[src/rtl/phase_timer_pkg.sv]
// Shared definitions for the phase timer and the traffic controller:
// phase codes, timer state encoding and the phase-to-length selector.
package phase_timer_pkg;

    localparam logic [2:0] PH_IDLE       = 3'd0;
    localparam logic [2:0] PH_T1G_T2R    = 3'd1;
    localparam logic [2:0] PH_T1Y_T2R    = 3'd2;
    localparam logic [2:0] PH_T1R_T2R    = 3'd3;
    localparam logic [2:0] PH_T2G_T1R    = 3'd4;
    localparam logic [2:0] PH_T2Y_T1R    = 3'd5;
    localparam logic [2:0] PH_T2R_T1R    = 3'd6;
    localparam logic [2:0] PH_CHANGE_SEC = 3'd7;

    typedef enum logic [1:0] {
        ST_IDLE = 2'd0,
        ST_RUN  = 2'd1,
        ST_HOLD = 2'd2,
        ST_DONE = 2'd3
    } timer_state_t;

    typedef enum logic [1:0] {
        SEL_GREEN  = 2'd0,
        SEL_YELLOW = 2'd1,
        SEL_ALLRED = 2'd2,
        SEL_NONE   = 2'd3
    } len_sel_t;

    // Which configured duration a phase uses; SEL_NONE marks a code that
    // cannot be loaded into the timer.
    function automatic len_sel_t len_sel(input logic [2:0] phase);
        len_sel_t sel;
        case (phase)
            PH_T1G_T2R, PH_T2G_T1R: sel = SEL_GREEN;
            PH_T1Y_T2R, PH_T2Y_T1R: sel = SEL_YELLOW;
            PH_T1R_T2R, PH_T2R_T1R: sel = SEL_ALLRED;
            default:                sel = SEL_NONE;
        endcase
        return sel;
    endfunction

endpackage

[src/rtl/phase_timer.sv]
// Countdown timer for traffic-light phases on the 1 Hz divided clock:
// loads a phase duration, counts it down, pulses expire and counts full cycles.
module phase_timer
    import phase_timer_pkg::*;
#(
    parameter int CNT_W    = 4,
    parameter int CYC_W    = 8,
    parameter int WARN_SEC = 1
) (
    input  logic             div_clk,
    input  logic             rst,
    input  logic             start,
    input  logic [2:0]       phase_i,
    input  logic             pause,
    input  logic [CNT_W-1:0] rg_len,
    input  logic [CNT_W-1:0] y_len,
    input  logic [CNT_W-1:0] rr_len,
    output logic [CNT_W-1:0] sec_cnt,
    output logic             expire,
    output logic             busy,
    output logic             warn,
    output logic [2:0]       phase_o,
    output logic [CYC_W-1:0] cycle_cnt
);

    timer_state_t     state_reg, state_next;
    logic [CNT_W-1:0] sec_reg, sec_next;
    logic             expire_reg, expire_next;
    logic [2:0]       phase_reg, phase_next;
    logic [CYC_W-1:0] cycle_reg, cycle_next;

    len_sel_t         sel;
    logic [CNT_W-1:0] load_len;
    logic             valid_start;

    always_comb begin
        sel      = len_sel(phase_i);
        load_len = '0;
        case (sel)
            SEL_GREEN:  load_len = rg_len;
            SEL_YELLOW: load_len = y_len;
            SEL_ALLRED: load_len = rr_len;
            default:    load_len = '0;
        endcase
        valid_start = start && (sel != SEL_NONE);
    end

    always_ff @(posedge div_clk or negedge rst) begin
        if (!rst) begin
            state_reg  <= ST_IDLE;
            sec_reg    <= '0;
            expire_reg <= 1'b0;
            phase_reg  <= PH_IDLE;
            cycle_reg  <= '0;
        end else begin
            state_reg  <= state_next;
            sec_reg    <= sec_next;
            expire_reg <= expire_next;
            phase_reg  <= phase_next;
            cycle_reg  <= cycle_next;
        end
    end

    always_comb begin
        state_next  = state_reg;
        sec_next    = sec_reg;
        expire_next = 1'b0;
        phase_next  = phase_reg;
        cycle_next  = cycle_reg;

        if (valid_start) begin
            sec_next   = load_len;
            phase_next = phase_i;
            // A zero-length phase is over the moment it is loaded.
            if (load_len == '0) begin
                state_next  = ST_DONE;
                expire_next = 1'b1;
                if (phase_i == PH_T2R_T1R)
                    cycle_next = cycle_reg + CYC_W'(1);
            end else begin
                state_next = pause ? ST_HOLD : ST_RUN;
            end
        end else begin
            case (state_reg)
                ST_RUN: begin
                    if (pause) begin
                        state_next = ST_HOLD;
                    end else if (sec_reg > CNT_W'(1)) begin
                        sec_next = sec_reg - CNT_W'(1);
                    end else begin
                        sec_next    = '0;
                        expire_next = 1'b1;
                        state_next  = ST_DONE;
                        if (phase_reg == PH_T2R_T1R)
                            cycle_next = cycle_reg + CYC_W'(1);
                    end
                end
                // Leaving HOLD spends one edge without decrementing so the
                // interrupted second is counted in full.
                ST_HOLD: begin
                    if (!pause)
                        state_next = ST_RUN;
                end
                default: ;
            endcase
        end
    end

    assign sec_cnt   = sec_reg;
    assign expire    = expire_reg;
    assign phase_o   = phase_reg;
    assign cycle_cnt = cycle_reg;
    assign busy      = (state_reg == ST_RUN) || (state_reg == ST_HOLD);
    assign warn      = busy && (sec_reg >= CNT_W'(1)) && (sec_reg <= CNT_W'(WARN_SEC));

endmodule

[config.mk]
export PLATFORM = sky130hd
export DESIGN_NAME = phase_timer
export DESIGN_NICKNAME = d
export VERILOG_FILES = /design/src/rtl/phase_timer_pkg.sv /design/src/rtl/phase_timer.sv
export SDC_FILE = /design/constraint.sdc
export NUM_CORES = 1
export LEC_CHECK = 0
export ABC_AREA = 1
export BUFFER_PORTS_ARGS = -buffer_cell sky130_fd_sc_hd__buf_2
export CAP_MARGIN = 10
export CORE_ASPECT_RATIO = 0.7
export CORE_MARGIN = 2
export CORE_UTILIZATION = 46
export CTS_CLUSTER_DIAMETER = 60
export DETAILED_ROUTE_END_ITERATION = 16
export PLACE_DENSITY = 0.77
export SYNTH_ARGS = -nofsm -noshare
export SYNTH_HDL_FRONTEND = slang
export SYNTH_SLANG_ARGS = --single-unit
[constraint.sdc]
create_clock -name div_clk -period 1.5 [get_ports div_clk]
set_input_delay 0.225 -clock div_clk [delete_from_list [all_inputs] [get_ports div_clk]]
set_output_delay 0.225 -clock div_clk [all_outputs]
set_load 0.005 [all_outputs]
# After elaboration in Yosys (flattened, before gate mapping)
# Cells that the tools add are included.
# classes
n_addsub	2
n_mul	0
div_mod_pow	0
magnitude_cmp	3
eq_ne	18
n_shift	0
mux	25
bitwise	0
reduce_logical	15
# op_table
op	count
8-bit two-way mux	7
4-bit two-way mux	4
3-bit equality test (second input constant)	4
2-bit two-way mux	6
4-bit one-hot mux with 3 select lines	1
8-bit by 1-bit adder with 8-bit output (second input constant)	1
3-bit by 2-bit equality test with 1-bit output (second input constant)	2
2-bit by 1-bit != test with 1-bit output (second input constant)	3
2-bit one-hot mux with 3 select lines	1
6-bit AND reduction	1
2-bit OR reduction	3
1-bit two-way mux	5
2-bit by 1-bit equality test with 1-bit output (second input constant)	2
2-bit equality test (second input constant)	2
4-bit by 1-bit greater-or-equal comparator with 1-bit output (second input constant)	1
4-bit by 1-bit > comparator with 1-bit output (second input constant)	1
4-bit by 1-bit less-or-equal comparator with 1-bit output (second input constant)	1
4-bit logical NOT	1
2-bit != test (second input constant)	2
4-bit != test (second input constant)	1
2-bit one-hot mux with 2 select lines	1
2-bit nonzero test	2
4-bit by 1-bit subtractor with 4-bit output (second input constant)	1
3-bit by 1-bit equality test with 1-bit output (second input constant)	1
other kinds (7)	9
# totals
regBits	18
latchBits	0
mem_bits_rw	0
romBits	0
input_bits	19
out_inout_bits	18
elab_cells	68
memories	0

# Depth between registers and ports, before layout
# Gate-level depths: netlist of the first run.
# depth
depth_word	8
ltp_mapped	12

# Least setup slack after synthesis of the first run
# Ideal clock, no wire load.
# synth_path
path_kind	reg-to-reg
start	register sec_reg[0], in the netlist sec_cnt[0]
end	register cycle_reg[6], in the netlist cycle_cnt[6]
setup_time_ns	0.117
arrival_ns	1.464
path_slack_ns	-0.081
path_stages_with_launch	10
period_less_slack_ns	1.581
path_cell_list	dfrtp_1 -> inv_1 -> ha_1 -> nor2_1 -> nor2_1 -> inv_1 -> o21ai_4 -> nand4_4 -> nand2_1 -> nand2_1
# synth_via
elab_chain_len	3
# synth_lines
element	line	text
start, declared	phase_timer.sv:27	logic [CNT_W-1:0] sec_reg, sec_next;
start signal, assigned	phase_timer.sv:57	sec_reg <= sec_next;
4-bit by 1-bit > comparator with 1-bit output	phase_timer.sv:88	end else if (sec_reg > CNT_W'(1)) begin
2-bit != test (no line)	n/a	
6-bit AND reduction (no line)	n/a	
end signal, assigned	phase_timer.sv:60	cycle_reg <= cycle_next;
end, declared	phase_timer.sv:30	logic [CYC_W-1:0] cycle_reg, cycle_next;
# No other way between the ends.
# A chain may end at the register's enable or synchronous reset.

# Worst setup path after layout of the first run
# layout_path
start	register sec_reg[0], in the netlist sec_cnt[0]
end	register cycle_reg[4], in the netlist cycle_cnt[4]
# The elaborated chain is that of the path after synthesis.

==> results.json, run 1 <==
{
  "finalSetupViolCount": 4,
  "power_density_nw_per_um2": 1450,
  "finalClockSkew_ps": 5.18,
  "area_of_the_mapped_netlist_sq_um": 1280,
  "timing.critical_path.slowest_cell_delay_ps": 440,
  "grt_pass1_wl_mm": 5.18,
  "numCtsBuffers": 3,
  "io-pin-count": 37,
  "period_share_pct": 101,
  "worst_ir_drop_vdd_uv": 840,
  "nets": 255,
  "synth_top_flop_cell": "sky130_fd_sc_hd__dfrtp_1",
  "cp.arrival_ps": 1650,
  "post_dp_cell_area_sq_um": 1630,
  "clock_latency_ps": 250,
  "worst_slack_ps": -12.2,
  "synth.net_count": 190,
  "cts.path.max_buffers": 2,
  "vias_per_cell": 5.16,
  "finalHoldViolCount": 0,
  "critPathMaxFanout": 8,
  "fin_total_pwr_mw": 2.65,
  "main_area_contributors_after_synthesis": "sky130_fd_sc_hd__dfrtp_1 35%, sky130_fd_sc_hd__nand2_1 13%, sky130_fd_sc_hd__nand3_1 9.7%, sky130_fd_sc_hd__inv_1 5.0%, sky130_fd_sc_hd__ha_1 4.9%",
  "yosys.area.top_type_share_pct": 35.1,
  "setup.worst_path.class": "reg2reg",
  "slew_headroom_pct": 73.0,
  "cts_tree": "done",
  "min_delay_path_depth": 3,
  "max_slew.worst_pin.slew_ps": 405,
  "core_region_area_sq_um": 2550,
  "buffer_ports.inserted": 36,
  "grt_pass1_vias": 1195,
  "syn_inst": 166,
  "required_time_of_the_critical_path_ps": 1640,
  "synth.yosys.seq_area_share_pct": 35.1,
  "syn_avg_cell_area_sq_um": 7.73,
  "status": "complete, but fails checks",
  "detail_route.first_pass.iterations": 6,
  "post_synth_num_cell_types": 32,
  "drc": 0,
  "finalWeightedCongestion": 0.835,
  "initialDrtViolationCount": 62,
  "total_leakage_power_nw": 0.961,
  "detail_placement_hpwl_mm": 2.55,
  "largest_register_ffs": 8,
  "wirelength_mm": 3.57,
  "finalWorstPathRequiredPeriod_ps": 1510,
  "dieHeight_um": 48.2,
  "grt_start_max_net_pins": 19,
  "layout.cells.most_common_list": "36 x sky130_fd_sc_hd__nand2_1, 36 x sky130_fd_sc_hd__buf_2, 25 x sky130_fd_sc_hd__nand3_1, 24 x sky130_fd_sc_hd__buf_4, 17 x sky130_fd_sc_hd__dfrtp_1",
  "insertedDiodeCount": 0,
  "routed_wire_length_per_instance_um": 13.5,
  "timing.critical_path.to_type": "flop",
  "final_antenna_net_count": 0,
  "critPathTopFamily": "simple AND/OR/NAND/NOR gates",
  "grt_use_total_pct": 21.8,
  "timing.critical_path.from_type": "flop",
  "floorplan.die_area_sq_um": 3240,
  "slew_viols_final": 0,
  "fin_cells": 264,
  "worst_setup_hold_path_clk_slew_ps": 70,
  "hp-class": "in2reg",
  "clock_tree.root_cell": "sky130_fd_sc_hd__clkbuf_8",
  "reg2regPathDepth": 9,
  "antenna_found_initial": 0,
  "timing.critical_path.buf_inv": 2,
  "rsz0062_at_grt": "yes",
  "h-tree-depth": 1,
  "placementRows": 15,
  "global_route.overflow_total": 0,
  "ys_ff_latch": 18,
  "placedCellCount": 253,
  "critPathSlowestCell": "sky130_fd_sc_hd__dfrtp_2",
  "synth_warnings": 0,
  "synthesis_to_layout_area_growth_pct": 41.7,
  "synth_top_cell_by_area": "sky130_fd_sc_hd__dfrtp_1",
  "initial_utilization_pct": 50.3,
  "via_count": 1361,
  "path_depth": 9,
  "max_freq_mhz": 661,
  "layout-drive-gt1-share_pct": 45.7,
  "tritoncts_num_sinks": 18,
  "die_width_um": 67.1,
  "timing.max_cap.violations": 0,
  "synth-async-reset-ratio_pct": 100,
  "synth_edf_count": 0,
  "worstPathCellList": "inv_2 > ha_4 > nor2_4 > nor2_4 > inv_2 > o21ai_4 > nand4_4 > nand2_1 > nand2_1",
  "layout.cell_area.non_filler_sq_um": 1820,
  "violations": "negative setup slack"
}
-- cells in the mapped netlist, types with 2 or more instances --
master / instances
sky130_fd_sc_hd__dfrtp_1: 18
sky130_fd_sc_hd__ha_1: 5
sky130_fd_sc_hd__inv_1: 17
sky130_fd_sc_hd__inv_2: 3
sky130_fd_sc_hd__nand2_1: 43
sky130_fd_sc_hd__nand2_2: 7
sky130_fd_sc_hd__nand2_4: 2
sky130_fd_sc_hd__nand3_1: 25
sky130_fd_sc_hd__nand4_1: 2
sky130_fd_sc_hd__nor2_1: 10
sky130_fd_sc_hd__nor2_2: 2
sky130_fd_sc_hd__o21ai_0: 4
sky130_fd_sc_hd__o21ai_1: 3
sky130_fd_sc_hd__xor2_1: 7
-- cells by family after synthesis --
family,share of synthesized area (%)
adder cells (fa/ha/maj),4.87
AND/OR/NAND/NOR,35.8
flip-flops,35.1
AO/OA/AOI/OAI,10.0
buffers and inverters,8.77
XOR/XNOR,5.46
-- metrics by stage --
step / setup slack, ps / util (%) / TNS [ps] / hold WS (ps)
floorplan: 14.4 / - / 0 / -70.6
global placement: -50.1 / 63.9 / -302 / 170
detailed placement: -107 / 63.9 / -947 / 177
CTS: -3.55 / 67.2 / -3.75 / 290
global route: -118 / 71.3 / -794 / 323
finish: -12.2 / 71.3 / -30.7 / 300
-- layout make-up --
cell class,count,area [sq um]
sequential,18,452
multi-input combinational,125,798
fill,201,733
timing repair buffer,62,390
tap,34,42.5
clock buffer,4,55.1
inverter,21,81.3
-- layer usage --
layer / vias to the layer above / wire (um) / track usage, %
met3: 0 / 124 / 6.70
met2: 24 / 1770 / 38.0
met4: 0 / 0 / 2.45
met1: 667 / 1680 / 28.1
met5: - / 0 / 0
li1: 670 / - / -
-- worst register-to-register path, delay by kind of cell (launching register included) --
kind | cells | cell delay (ps)
compound gates | 1 | 130
fa+ha+maj | 1 | 140
buf+inv | 2 | 160
flops | 1 | 440
simple gates | 5 | 520
-- path summary, 6_finish.rpt --
check | start | to | slack, ps
worst min-delay path | phase_i[1] | phase_o[1] | 300
worst max-delay path | sec_cnt[0] | cycle_cnt[4] | -10
worst max register to register | sec_cnt[0] | cycle_cnt[4] | -10
worst min register to register | phase_o[0] | phase_o[0] | 520
max in group asynchronous | rst | sec_cnt[0] | 760
min in group asynchronous | rst | expire | 430
-- repair_timing --
action,in CTS,in global routing
gates resized for setup,4,18
hold endpoints to repair,18,0
pin swaps,3,5
setup endpoints to repair,14,17
setup buffers,2,4
hold buffers,1,0
-- report_power, final --
part | total, mW | internal [mW] | switching, mW
Clock | 0.395 | 0.233 | 0.162
Combinational | 1.56 | 0.786 | 0.778
Sequential | 0.688 | 0.595 | 0.0922
Total | 2.65 | 1.61 | 1.03
No activity file was read; power rests on OpenSTA's default activity.
==> inputs of run 2 (changes only) <==
--- a/config.mk
+++ b/config.mk
@@ -8,7 +8,7 @@
 export ABC_AREA = 1
 export BUFFER_PORTS_ARGS = -buffer_cell sky130_fd_sc_hd__buf_2
 export CAP_MARGIN = 10
-export CORE_ASPECT_RATIO = 0.7
+export CORE_ASPECT_RATIO = 1.2
 export CORE_MARGIN = 2
 export CORE_UTILIZATION = 46
 export CTS_CLUSTER_DIAMETER = 60
==> run 2 against run 1 <==
Against the previous run:
- the run still ends with negative setup slack left
- utilization decreased by 6.7 points
- via count decreased by 1.8%
- highest routed layer is now met4
- largest cell class unchanged
- cell count decreased by 1.5%
- fmax decreased by 2.2%
- cell area decreased by 3.0%
- wire length decreased by 13%
==> results.json, run 2 (same netlist as run 1, synthesis figures left out) <==
{
  "status": "complete, but fails checks",
  "violations": "negative setup slack",
  "initialDrtViolationCount": 30,
  "grt_use_total_pct": 20.8,
  "finalWorstPathRequiredPeriod_ps": 1550,
  "worst_ir_drop_vdd_uv": 697,
  "wirelength_mm": 3.11,
  "slew_headroom_pct": 72.9,
  "initial_utilization_pct": 47.0,
  "slew_viols_final": 0,
  "critPathMaxFanout": 3,
  "worst_slack_ps": -46.2,
  "worst_setup_hold_path_clk_slew_ps": 110,
  "routed_wire_length_per_instance_um": 12.0,
  "layout.cells.most_common_list": "41 x sky130_fd_sc_hd__nand2_1, 36 x sky130_fd_sc_hd__buf_2, 24 x sky130_fd_sc_hd__nand3_1, 18 x sky130_fd_sc_hd__buf_4, 17 x sky130_fd_sc_hd__dfrtp_1",
  "layout.cell_area.non_filler_sq_um": 1760,
  "vias_per_cell": 5.14,
  "grt_start_max_net_pins": 19,
  "placementRows": 21,
  "power_density_nw_per_um2": 1380,
  "detail_placement_hpwl_mm": 2.23,
  "timing.critical_path.from_type": "flop",
  "io-pin-count": 37,
  "numCtsBuffers": 3,
  "tritoncts_num_sinks": 18,
  "min_delay_path_depth": 3,
  "timing.hold.worst.start": "phase_i[1]",
  "layout_commonest_cell": "sky130_fd_sc_hd__nand2_1",
  "die_width_um": 52.2,
  "cts.path.max_buffers": 2,
  "grt_pass1_wl_mm": 4.94,
  "floorplan.die_area_sq_um": 3230,
  "setup-tns-final_ps": -201,
  "nets": 251,
  "clock_latency_ps": 310,
  "largest_register_ffs": 8,
  "r2r_slack_ps": -30,
  "global_route.overflow_total": 0,
  "cts_tree": "done",
  "period_share_pct": 103,
  "via_count": 1337,
  "setup.worst_path.class": "reg2out",
  "detail_route.first_pass.iterations": 4,
  "whs_endpoint": "phase_o[1]",
  "required_time_of_the_critical_path_ps": 1270,
  "core_region_area_sq_um": 2730,
  "fin_total_pwr_mw": 2.44,
  "finalSetupViolCount": 11,
  "cp.arrival_ps": 1320,
  "reg2regPathDepth": 9,
  "timing.critical_path.to_type": "output port",
  "critical_path.reg2reg.startpoint": "sec_cnt[1]",
  "dieHeight_um": 61.9,
  "synthesis_to_layout_area_growth_pct": 37.4,
  "finalHoldWorstSlack_ps": 212,
  "clock_tree.root_cell": "sky130_fd_sc_hd__clkbuf_4",
  "max_slew.worst_pin.slew_ps": 407,
  "timing.max_cap.violations": 0,
  "final_antenna_net_count": 0,
  "finalHoldViolCount": 0,
  "h-tree-depth": 1,
  "buffer_ports.inserted": 36,
  "drc": 0,
  "finalWeightedCongestion": 0.830,
  "rsz0062_at_grt": "yes",
  "layout-drive-gt1-share_pct": 43.4,
  "regToRegEndpoint": "cycle_cnt[7]",
  "max_freq_mhz": 647,
  "finalClockSkew_ps": 2.42,
  "total_leakage_power_nw": 0.936,
  "hp-class": "in2reg",
  "startpoint_of_the_worst_setup_timing_path": "sec_cnt[1]",
  "grt_pass1_vias": 1232,
  "post_dp_cell_area_sq_um": 1620,
  "place_worst_setup_slack_ps": -114,
  "antenna_found_initial": 0,
  "insertedDiodeCount": 0
}
==> run 2: cell count changes in the layout (fill, tap and decap cells not counted), moves of 2 or more <==
cell                       change
sky130_fd_sc_hd__buf_4         -6
sky130_fd_sc_hd__nor2_4        -2
sky130_fd_sc_hd__nand2_1       +5
sky130_fd_sc_hd__clkbuf_8      -3
sky130_fd_sc_hd__buf_6         +2
sky130_fd_sc_hd__nand2_2       -5
sky130_fd_sc_hd__clkbuf_4      +3
sky130_fd_sc_hd__nor2_1        +2
==> run 2: how the worst max path moves through the flow <==
| stage | end | slack, ps | cells past startpoint |
|---|---|---|---|
| 6_report | warn | -50 | 6 |
| 5_1_grt | warn | -120 | 6 |
| 4_1_cts | warn | -30 | 6 |
| 3_5_place_dp | cycle_cnt[7] | -110 | 12 |
| 3_3_place_gp | cycle_cnt[7] | -60 | 12 |
| 2_1_floorplan | cycle_cnt[6] | 10 | 9 |
==> run 2: metrics by stage <==
step,utilization [%],instances
floorplan,-,166
global placement,59.1,251
detailed placement,59.1,251
CTS,63.1,259
global route,64.6,260
finish,64.6,260
==> run 2: cell type report <==
type	count	area, sq um
Fill cell	239	968
Multi-Input combinational cell	125	785
Sequential cell	18	452
Timing Repair Buffer	58	368
Inverter	21	81.3
Tap cell	34	42.5
Clock buffer	4	36.3
==> run 2: what timing repair did <==
item                                    4_1_cts  5_1_grt
resized for setup                            11        8
endpoints found under the setup margin       15       17
hold buffers                                  1        0
pin swaps                                     7        7
buffers inserted                              3        1
endpoints found under the hold margin        18        0
==> run 2: report_power, final <==
part           leakage [nW]  internal, mW  switching [mW]
clock network        0.0210         0.148           0.169
logic                 0.684         0.709           0.719
registers             0.231         0.594          0.0974
==> run 2: metal layers <==
layer / vias up / part of all wire [%] / track usage (%)
li1: 660 / - / -
met1: 629 / 40 / 23.1
met2: 39 / 53 / 37.4
met3: 9 / 3.6 / 2.87
met4: 0 / 3.3 / 13.6
met5: - / 0 / 0
==> run 2: worst max-delay path: stages, from the launching register on <==
cell	delay, ps
sky130_fd_sc_hd__dfrtp_1	420
sky130_fd_sc_hd__inv_2	120
sky130_fd_sc_hd__ha_4	150
sky130_fd_sc_hd__buf_6	80
sky130_fd_sc_hd__nand2_2	30
sky130_fd_sc_hd__nor2_1	80
sky130_fd_sc_hd__buf_2	120
